==> config.mk <==
export PLATFORM = sky130hd
export DESIGN_NAME = dmem_bridge
export DESIGN_NICKNAME = d
export VERILOG_FILES = /design/src/rtl/dmem_bridge.sv
export SDC_FILE = /design/constraint.sdc
export NUM_CORES = 1
export LEC_CHECK = 0
export ABC_AREA = 1
export CORE_MARGIN = 2
export CORE_UTILIZATION = 44
export DETAILED_ROUTE_END_ITERATION = 8
export PLACE_DENSITY_LB_ADDON = 0.08
export SLEW_MARGIN = 0
export SYNTH_ARGS = -nofsm -noshare
export SYNTH_HDL_FRONTEND = slang
export SYNTH_SLANG_ARGS = --single-unit
==> constraint.sdc <==
create_clock -name clka -period 3.8 [get_ports clka]
set_input_delay 0.57 -clock clka [delete_from_list [all_inputs] [get_ports clka]]
set_output_delay 0.57 -clock clka [all_outputs]
set_load 0.02 [all_outputs]
==> src/rtl/dmem_bridge.sv <==
// dmem_bridge
//   Data-side bridge from the core's memory stage to an SRAM-like bus with a
//   req/addr_ok/data_ok handshake. It registers one access at a time and drives
//   the bus. Because the core's data port has no back-pressure, this block
//   raises cpu_stall until the response has come back.
//
// Ports
//   clka          clock; all state changes on the rising edge
//   rst           synchronous reset, active-low
//   cpu_en        core requests a data access this cycle
//   cpu_wmask     byte write mask, 4'b0000 = read
//   cpu_addr      virtual byte address
//   cpu_wdata     lane-aligned store data
//   flush         memory-stage flush (exception / branch)
//   cpu_rdata     registered load data (raw word)
//   cpu_stall     stall request to the core pipeline
//   bus_req       bus request, high only while waiting for acceptance
//   bus_wr        1 = write
//   bus_size      0 = byte, 1 = half, 2 = word
//   bus_addr      physical byte address
//   bus_wstrb     byte strobes (0 on reads)
//   bus_wdata     write data
//   bus_addr_ok   request accepted this cycle
//   bus_data_ok   response (read data or write ack) this cycle
//   bus_rdata     read data, valid with bus_data_ok
//   busy_cycles   saturating count of stalled cycles
//
// state | meaning
// IDLE  | no access in flight; accepts cpu_en when not flushed
// REQ   | bus_req high, bus fields held until addr_ok
// WAIT  | request accepted, waiting for data_ok
// DONE  | one cycle with the result visible, stall released

module dmem_bridge #(
    parameter logic [31:0] PHYS_MASK = 32'h1FFF_FFFF
) (
    input  logic        clka,
    input  logic        rst,
    input  logic        cpu_en,
    input  logic [3:0]  cpu_wmask,
    input  logic [31:0] cpu_addr,
    input  logic [31:0] cpu_wdata,
    input  logic        flush,
    output logic [31:0] cpu_rdata,
    output logic        cpu_stall,
    output logic        bus_req,
    output logic        bus_wr,
    output logic [1:0]  bus_size,
    output logic [31:0] bus_addr,
    output logic [3:0]  bus_wstrb,
    output logic [31:0] bus_wdata,
    input  logic        bus_addr_ok,
    input  logic        bus_data_ok,
    input  logic [31:0] bus_rdata,
    output logic [15:0] busy_cycles
);

    typedef enum logic [1:0] {
        IDLE = 2'd0,
        REQ  = 2'd1,
        WAIT = 2'd2,
        DONE = 2'd3
    } state_t;

    state_t      r_state;
    logic        r_discard;
    logic        r_bus_req;
    logic        r_bus_wr;
    logic [1:0]  r_bus_size;
    logic [31:0] r_bus_addr;
    logic [3:0]  r_bus_wstrb;
    logic [31:0] r_bus_wdata;
    logic [31:0] r_cpu_rdata;
    logic [15:0] r_busy;

    logic [1:0]  w_size;
    logic [1:0]  w_off;
    logic        w_accept;
    logic        w_stall;
    logic        w_discard;
    logic [31:0] w_phys;

    // Transfer size and low address bits follow from the mask alone; any
    // irregular mask is issued as a word access with strobes passed through.
    always_comb begin
        w_size = 2'd2;
        w_off  = 2'd0;
        case (cpu_wmask)
            4'b0011: begin w_size = 2'd1; w_off = 2'd0; end
            4'b1100: begin w_size = 2'd1; w_off = 2'd2; end
            4'b0001: begin w_size = 2'd0; w_off = 2'd0; end
            4'b0010: begin w_size = 2'd0; w_off = 2'd1; end
            4'b0100: begin w_size = 2'd0; w_off = 2'd2; end
            4'b1000: begin w_size = 2'd0; w_off = 2'd3; end
            default: begin w_size = 2'd2; w_off = 2'd0; end
        endcase
    end

    assign w_phys    = (cpu_addr & PHYS_MASK & 32'hFFFF_FFFC) | {30'd0, w_off};
    assign w_accept  = (r_state == IDLE) && cpu_en && !flush;
    assign w_stall   = w_accept || (r_state == REQ) || (r_state == WAIT);
    // A flush arriving on the completing cycle itself also drops the result.
    assign w_discard = r_discard || flush;

    always_ff @(posedge clka) begin
        if (!rst) begin
            r_state     <= IDLE;
            r_discard   <= 1'b0;
            r_bus_req   <= 1'b0;
            r_bus_wr    <= 1'b0;
            r_bus_size  <= 2'd0;
            r_bus_addr  <= 32'd0;
            r_bus_wstrb <= 4'd0;
            r_bus_wdata <= 32'd0;
            r_cpu_rdata <= 32'd0;
            r_busy      <= 16'd0;
        end else begin
            if (w_stall && (r_busy != 16'hFFFF)) begin
                r_busy <= r_busy + 16'd1;
            end

            case (r_state)
                IDLE: begin
                    r_discard <= 1'b0;
                    if (w_accept) begin
                        r_bus_wr    <= |cpu_wmask;
                        r_bus_size  <= w_size;
                        r_bus_addr  <= w_phys;
                        r_bus_wstrb <= cpu_wmask;
                        r_bus_wdata <= cpu_wdata;
                        r_bus_req   <= 1'b1;
                        r_state     <= REQ;
                    end
                end

                REQ: begin
                    if (flush) begin
                        r_discard <= 1'b1;
                    end
                    // data_ok before acceptance belongs to nothing we issued.
                    if (bus_addr_ok) begin
                        r_bus_req <= 1'b0;
                        if (bus_data_ok) begin
                            if (w_discard) begin
                                r_discard <= 1'b0;
                                r_state   <= IDLE;
                            end else begin
                                if (!r_bus_wr) begin
                                    r_cpu_rdata <= bus_rdata;
                                end
                                r_state <= DONE;
                            end
                        end else begin
                            r_state <= WAIT;
                        end
                    end
                end

                WAIT: begin
                    if (flush) begin
                        r_discard <= 1'b1;
                    end
                    if (bus_data_ok) begin
                        if (w_discard) begin
                            r_discard <= 1'b0;
                            r_state   <= IDLE;
                        end else begin
                            if (!r_bus_wr) begin
                                r_cpu_rdata <= bus_rdata;
                            end
                            r_state <= DONE;
                        end
                    end
                end

                DONE: begin
                    r_state <= IDLE;
                end

                default: begin
                    r_state <= IDLE;
                end
            endcase
        end
    end

    assign cpu_stall   = w_stall;
    assign bus_req     = r_bus_req;
    assign bus_wr      = r_bus_wr;
    assign bus_size    = r_bus_size;
    assign bus_addr    = r_bus_addr;
    assign bus_wstrb   = r_bus_wstrb;
    assign bus_wdata   = r_bus_wdata;
    assign cpu_rdata   = r_cpu_rdata;
    assign busy_cycles = r_busy;

endmodule
==> summary.md, run 1 <==
| Metric | Value |
|---|---|
| Post-synthesis register bit count | `120` |
| Die Ht | `around 110 microns` |
| Num ports | `roughly 230` |
| Critical path endpoint category | `output port` |
| Hold Buf Count CTS | `0` |
| Min-Delay Path Depth | `2` |
| Most common cell after layout, fill and taps aside | `clkdlybuf4s50_1` |
| Number of fill cells in the layout | `roughly 900` |
| Grt total ovfl | `0` |
| RSZ-0062 raised after global routing | `false` |
| Top cells by area, synth | `dfxtp_1, nor2_1, o21ai_0` |
| Leakage | `between 2 and 3 nW` |
| Clk buf depth | `2` |
| CTS Sinks | `between 100 and 150` |
| Chip width | `~110 microns` |
| Ant diodes | `0` |
| Mapped cell area | `between 4000 and 5000 sq um` |
| CTS tree | `done` |
| Fin nets | `~950` |
| Cells after synthesis | `632` |
| Placer Congestion | `0.833` |
| Postcts setup bufs | `0` |
| Min Tclk post-route | `2760 ps` |
| First-pass DRT Iterations | `5` |
| Die ar. | `~12000 sq um` |
| Root Buffer | `clkbuf_8` |
| # Max-Cap Violations | `0` |
| Vias in the first global route | `around 4600` |
| Vias per cell | `between 4 and 5` |
| Worst-Margin Slew | `approximately 650 ps` |
| First-pass GRT wire length | `21.7 mm` |
| Clk slew on worst S/H paths | `about 50 ps` |
| Core area | `between 10000 and 15000 sq um` |
| Area Overhead vs Synth | `57.8%` |
| Critical path fanouts, max | `6` |
| Cell count after placement | `roughly 960` |
| Cell Pwr Density | `588 nW/um^2` |
| Clk_lat worst skew | `around 500 ps` |
| Max Clock Skew | `between 8 and 9 ps` |
| DRC Markers | `0` |
| Status | `finished clean` |
| Final Cycle Share | `0.727` |
| Post-Route WL | `~14 mm` |
| Post-synth top area share | `0.503` |
| Starting DRC count in detailed routing | `308` |
| Port buffer count | `between 200 and 250` |
| Global-route total usage across every layer | `0.236` |
| Placement-stage cell area | `6980 sq um` |
| Slew margin rel. | `0.570` |
| FF-to-FF path depth | `8` |
| Post-route ant nets | `0` |
| Syn avg cell area | `approximately 7.6 sq um` |
| H-tree depth | `4` |
| Non-Filler Instances | `around 990` |
| Maximum achievable frequency | `362 MHz` |
| Setup violators final | `0` |
| Routed vias | `4825` |
| Initial antenna violation count | `0` |
| Crit path DAT | `about 2200 ps` |
| Setup CP Type | `reg -> out` |
| Final hold vios | `0` |
| Post-route cell area | `roughly 7500 sq um` |
| VDD IR max | `between 0.0003 and 0.0004 V` |
| Post-synth cell types | `33` |
| Num CTS Buffers | `17` |
| Routed length per instance | `14.1 microns` |
| Synth warn | `0` |
| Layout cell share with drive strength beyond 1 | `0.0685` |
| WP data required | `approximately 3200 ps` |
| Register area share after synthesis | `0.503` |
| Final core utilization | `0.704` |
| Commonest cells after routing, fill and taps aside | `clkdlybuf4s50_1, nor2_1, dfxtp_1, o21ai_0, nand2_1` |
| Row cnt | `38` |
| Final slew viol count | `0` |
| Setup TNS | `0 ps` |
| HPWL Detailed | `9.80 mm` |
| Largest net degree at the start of global routing | `just under 80` |
| # resized after CTS | `0` |
| Critical Path Source Type | `flop` |
| Min-delay worst type | `reg -> reg` |
| Initial Utilization | `0.446` |
| Post-synth top area cell | `dfxtp_1` |
==> Yosys cell counts (all sizes together) <==
master and instances:
nand3b 2, buf 18, xor2 3, o21ai 104, nand2 63, o22ai 1
dfxtp 120, a21oi 22, conb 1, o211a 2, clkbuf 19, a21o 1
nand4 6, xnor2 4, or2 1, nor2 220, nor3 2, inv 23
nand3 14, ha 6
==> metrics by stage <==
step	worst slack, ps	hold WS (ps)	total power, W
global route	883	505	0.00467
CTS	1010	468	0.00448
finish	1040	466	0.00443
floorplan	2200	520	0.00237
detailed placement	1180	457	0.00298
global placement	1270	458	0.00294
==> area by class of cell <==
class / instances / area [sq um] / area share
repair buffers: 221 / 2200 / 0.292
flip-flops and latches: 120 / 2400 / 0.319
inverters: 23 / 86.3 / 0.0115
clock inverters: 2 / 35.0 / 0.00465
multi-input cells: 454 / 2110 / 0.281
well taps: 140 / 175 / 0.0233
clock buffers: 27 / 522 / 0.0693
==> final timing paths <==
kind                                  from                    endpoint  slack, ps
setup reg to reg   r_state[1]$_SDFFE_PN0P_  cpu_rdata[31]$_SDFFE_PN0P_       1550
hold reg to reg   bus_addr[1]$_SDFFE_PN0P_    bus_addr[1]$_SDFFE_PN0P_        470
hold / removal    bus_addr[1]$_SDFFE_PN0P_    bus_addr[1]$_SDFFE_PN0P_        470
setup / recovery   r_state[1]$_SDFFE_PN0P_                   cpu_stall       1040
==> where the power goes <==
| part | switching (W) | internal [W] | total (W) |
|---|---|---|---|
| logic | 0.000760 | 0.000612 | 0.00137 |
| registers | 0.000112 | 0.00147 | 0.00158 |
| clock network | 0.000502 | 0.000976 | 0.00148 |
==> logic make-up (layout without fill, tap and decap cells) <==
family / count (synthesis) / after routing / share of synthesized area
DFF: 120 / 120 / 0.503
and+or+nand+nor: 308 / 308 / 0.265
adders and majority gates: 6 / 6 / 0.0157
other: 1 / 3 / 0.000785
xor gates and xnor gates: 7 / 7 / 0.0128
AOI/OAI and AO/OA: 130 / 130 / 0.147
buffers and inverters: 60 / 273 / 0.0558
==> state kept, by name, summed over array words and instances, names as in the netlist <==
register,count
bus_wstrb,4
bus_wr,1
busy_cycles,16
bus_addr,29
r_discard,1
bus_wdata,32
r_state,2
cpu_rdata,32
bus_size,2
bus_req,1
==> worst max-delay path, cell delays in order, from the launching register on <==
cell,delay (ps)
dfxtp_1,350
inv_1,100
ha_1,260
nor2_1,260
nand2_2,170
clkdlybuf4s50_1,570
==> layer usage <==
layer / part of all wire / global-route usage
met1: 0.40 / 0.257
met2: 0.48 / 0.408
met3: 0.087 / 0.0850
met4: 0.029 / 0.112
met5: 0 / 0
Note: power is estimated with default switching activity, not from simulation.
==> run 2: changes to the inputs <==
CORE_UTILIZATION = 41   (was 44)
clock period = 2.84 ns   (was 3.8 ns; I/O delays follow)
==> summary.md, run 2 (synthesis results as in run 1) <==
| Metric | Value |
|---|---|
| Clk slew on worst S/H paths | `around 50 ps` |
| RSZ-0062 raised after global routing | `false` |
| Final core utilization | `0.666` |
| Maximum achievable frequency | `about 400 MHz` |
| Postcts setup bufs | `0` |
| Ant diodes | `0` |
| # resized after CTS | `0` |
| Setup violators final | `0` |
| CP peak stage delay | `~570 ps` |
| Die Ht | `between 100 and 150 microns` |
| Final slew viol count | `0` |
| Core area | `between 10000 and 15000 sq um` |
| Register area | `roughly 2400 sq um` |
| CTS Sinks | `120` |
| Initial antenna violation count | `0` |
| Layout cell share with drive strength beyond 1 | `0.0739` |
| Commonest cells after routing, fill and taps aside | `clkdlybuf4s50_1, nor2_1, dfxtp_1, o21ai_0, nand2_1` |
| Hold Buf Count CTS | `0` |
| Min-delay worst type | `in -> reg` |
| Clk_lat worst skew | `410 ps` |
| Min Tclk post-route | `approximately 2500 ps` |
| Routed vias | `~4800` |
| Leakage | `2.84 nW` |
| Placer Congestion | `around 0.8` |
| # Max-Cap Violations | `0` |
| CTS tree | `done` |
| Final Cycle Share | `0.889` |
| Placement-stage cell area | `7010 sq um` |
| Switching portion of total power | `0.318` |
| Num CTS Buffers | `17` |
| Reg power frac | `0.354` |
| Area Overhead vs Synth | `58.6%` |
| Final hold vios | `0` |
| Number of fill cells in the layout | `around 1000` |
| Area taken by multi-input logic gates | `~2100 sq um` |
| Post-Route WL | `between 10 and 15 mm` |
| Root Buffer | `clkbuf_16` |
| Vias per cell | `4.79` |
| Critical path endpoint category | `output port` |
| H-tree depth | `4` |
| Die ar. | `between 10000 and 15000 sq um` |
| Clk buf depth | `2` |
| Non-Filler Instances | `about 1000` |
| Status | `finished clean` |
| DRC Markers | `0` |
| Global-route total usage across every layer | `0.217` |
| Slew margin rel. | `0.586` |
| M2 GR Usage | `0.359` |
| Post-route ant nets | `0` |
| Crit path DAT | `2100 ps` |
| Worst-Margin Slew | `620 ps` |
| Largest net degree at the start of global routing | `between 60 and 70` |
| Gr busiest metal | `met2` |
| Chip width | `around 110 microns` |
| Internal | `0.00408 W` |
| Setup TNS | `0 ps` |
| Row cnt | `39` |
| Fin nets | `roughly 950` |
| Cell Pwr Density | `790 nW/um^2` |
| Post-route cell area | `7570 sq um` |
| Clock power frac | `0.341` |
| Met1 usage | `0.263` |
| First-pass DRT Iterations | `4` |
| Critical Path Source Type | `flop` |
| HPWL Detailed | `just over 9 mm` |
| Total net switching power | `~0.0019 W` |
| Initial Utilization | `0.420` |
| Grt total ovfl | `0` |
| Crit path max-delay family | `buffers and inverters` |
| Starting DRC count in detailed routing | `about 290` |
| Comb pwr share | `0.306` |
| Critical path's slowest cell | `clkdlybuf4s50_1` |
| VDD IR max | `approximately 0.00048 V` |
| Most common cell after layout, fill and taps aside | `clkdlybuf4s50_1` |
| Met3 usage | `0.0762` |
| Vias in the first global route | `between 4000 and 5000` |
| Worst-path cell chain | `inv_1, ha_1, nor2_1, nand2_2, clkdlybuf4s50_1` |
| Port buffer count | `between 200 and 250` |
| Max Clock Skew | `approximately 8.2 ps` |
| First-pass GRT wire length | `between 20 and 25 mm` |
| Num ports | `227` |
| Hold Slack | `approximately 330 ps` |
| Routed length per instance | `13.4 microns` |
| Buffers & Inverters on Critical Path | `2` |
| Setup CP Type | `reg -> out` |
| Critical path fanouts, max | `6` |
| Cell count after placement | `~960` |
| WP data required | `around 2400 ps` |
==> run 2: cell type report <==
| cell class | count | share of cell area |
|---|---|---|
| clock buffer | 20 | 0.0577 |
| clock inverter | 12 | 0.0170 |
| inverter | 23 | 0.0114 |
| multi-input combinational | 454 | 0.279 |
| sequential | 120 | 0.317 |
| tap | 143 | 0.0236 |
| timing repair buffer | 223 | 0.294 |
==> run 2: worst min-delay path: stages <==
cell,delay (ps)
buf_2,150
nand2_1,80
nor2_1,30
==> run 2: layer usage <==
metal | wire length (microns) | up-vias
met1 | 5780 | 2150
met4 | 231 | 0
met3 | 1030 | 17
met5 | 0 | -
li1 | - | 2441
met2 | 6280 | 155
==> run 2: path summary, 6_finish.rpt <==
kind	from	to	cells after the start	slack [ps]
worst min register to register	bus_addr[1]$_SDFFE_PN0P_	bus_addr[1]$_SDFFE_PN0P_	2	470
worst max-delay path	r_state[1]$_SDFFE_PN0P_	cpu_stall	5	320
worst max register to register	r_state[0]$_SDFFE_PN0P_	r_state[0]$_SDFFE_PN0P_	8	870
worst min-delay path	rst	busy_cycles[15]$_SDFFE_PN0P_	3	330
==> run 2: stage by stage <==
stage / power [W] / worst slack (ps)
after floorplan: 0.00317 / 1240
after global placement: 0.00395 / 600
after detailed placement: 0.00399 / 587
after CTS: 0.00604 / 287
after global routing: 0.00631 / 189
final: 0.00598 / 315
==> run 2: power groups by stage <==
stage / Combinational (W) / Sequential, W / Clock (W)
global route: 0.00200 / 0.00215 / 0.00216
floorplan: 0.000703 / 0.00247 / 0
global placement: 0.00181 / 0.00214 / 0
CTS: 0.00185 / 0.00212 / 0.00208
detailed placement: 0.00184 / 0.00215 / 0
finish: 0.00183 / 0.00211 / 0.00204
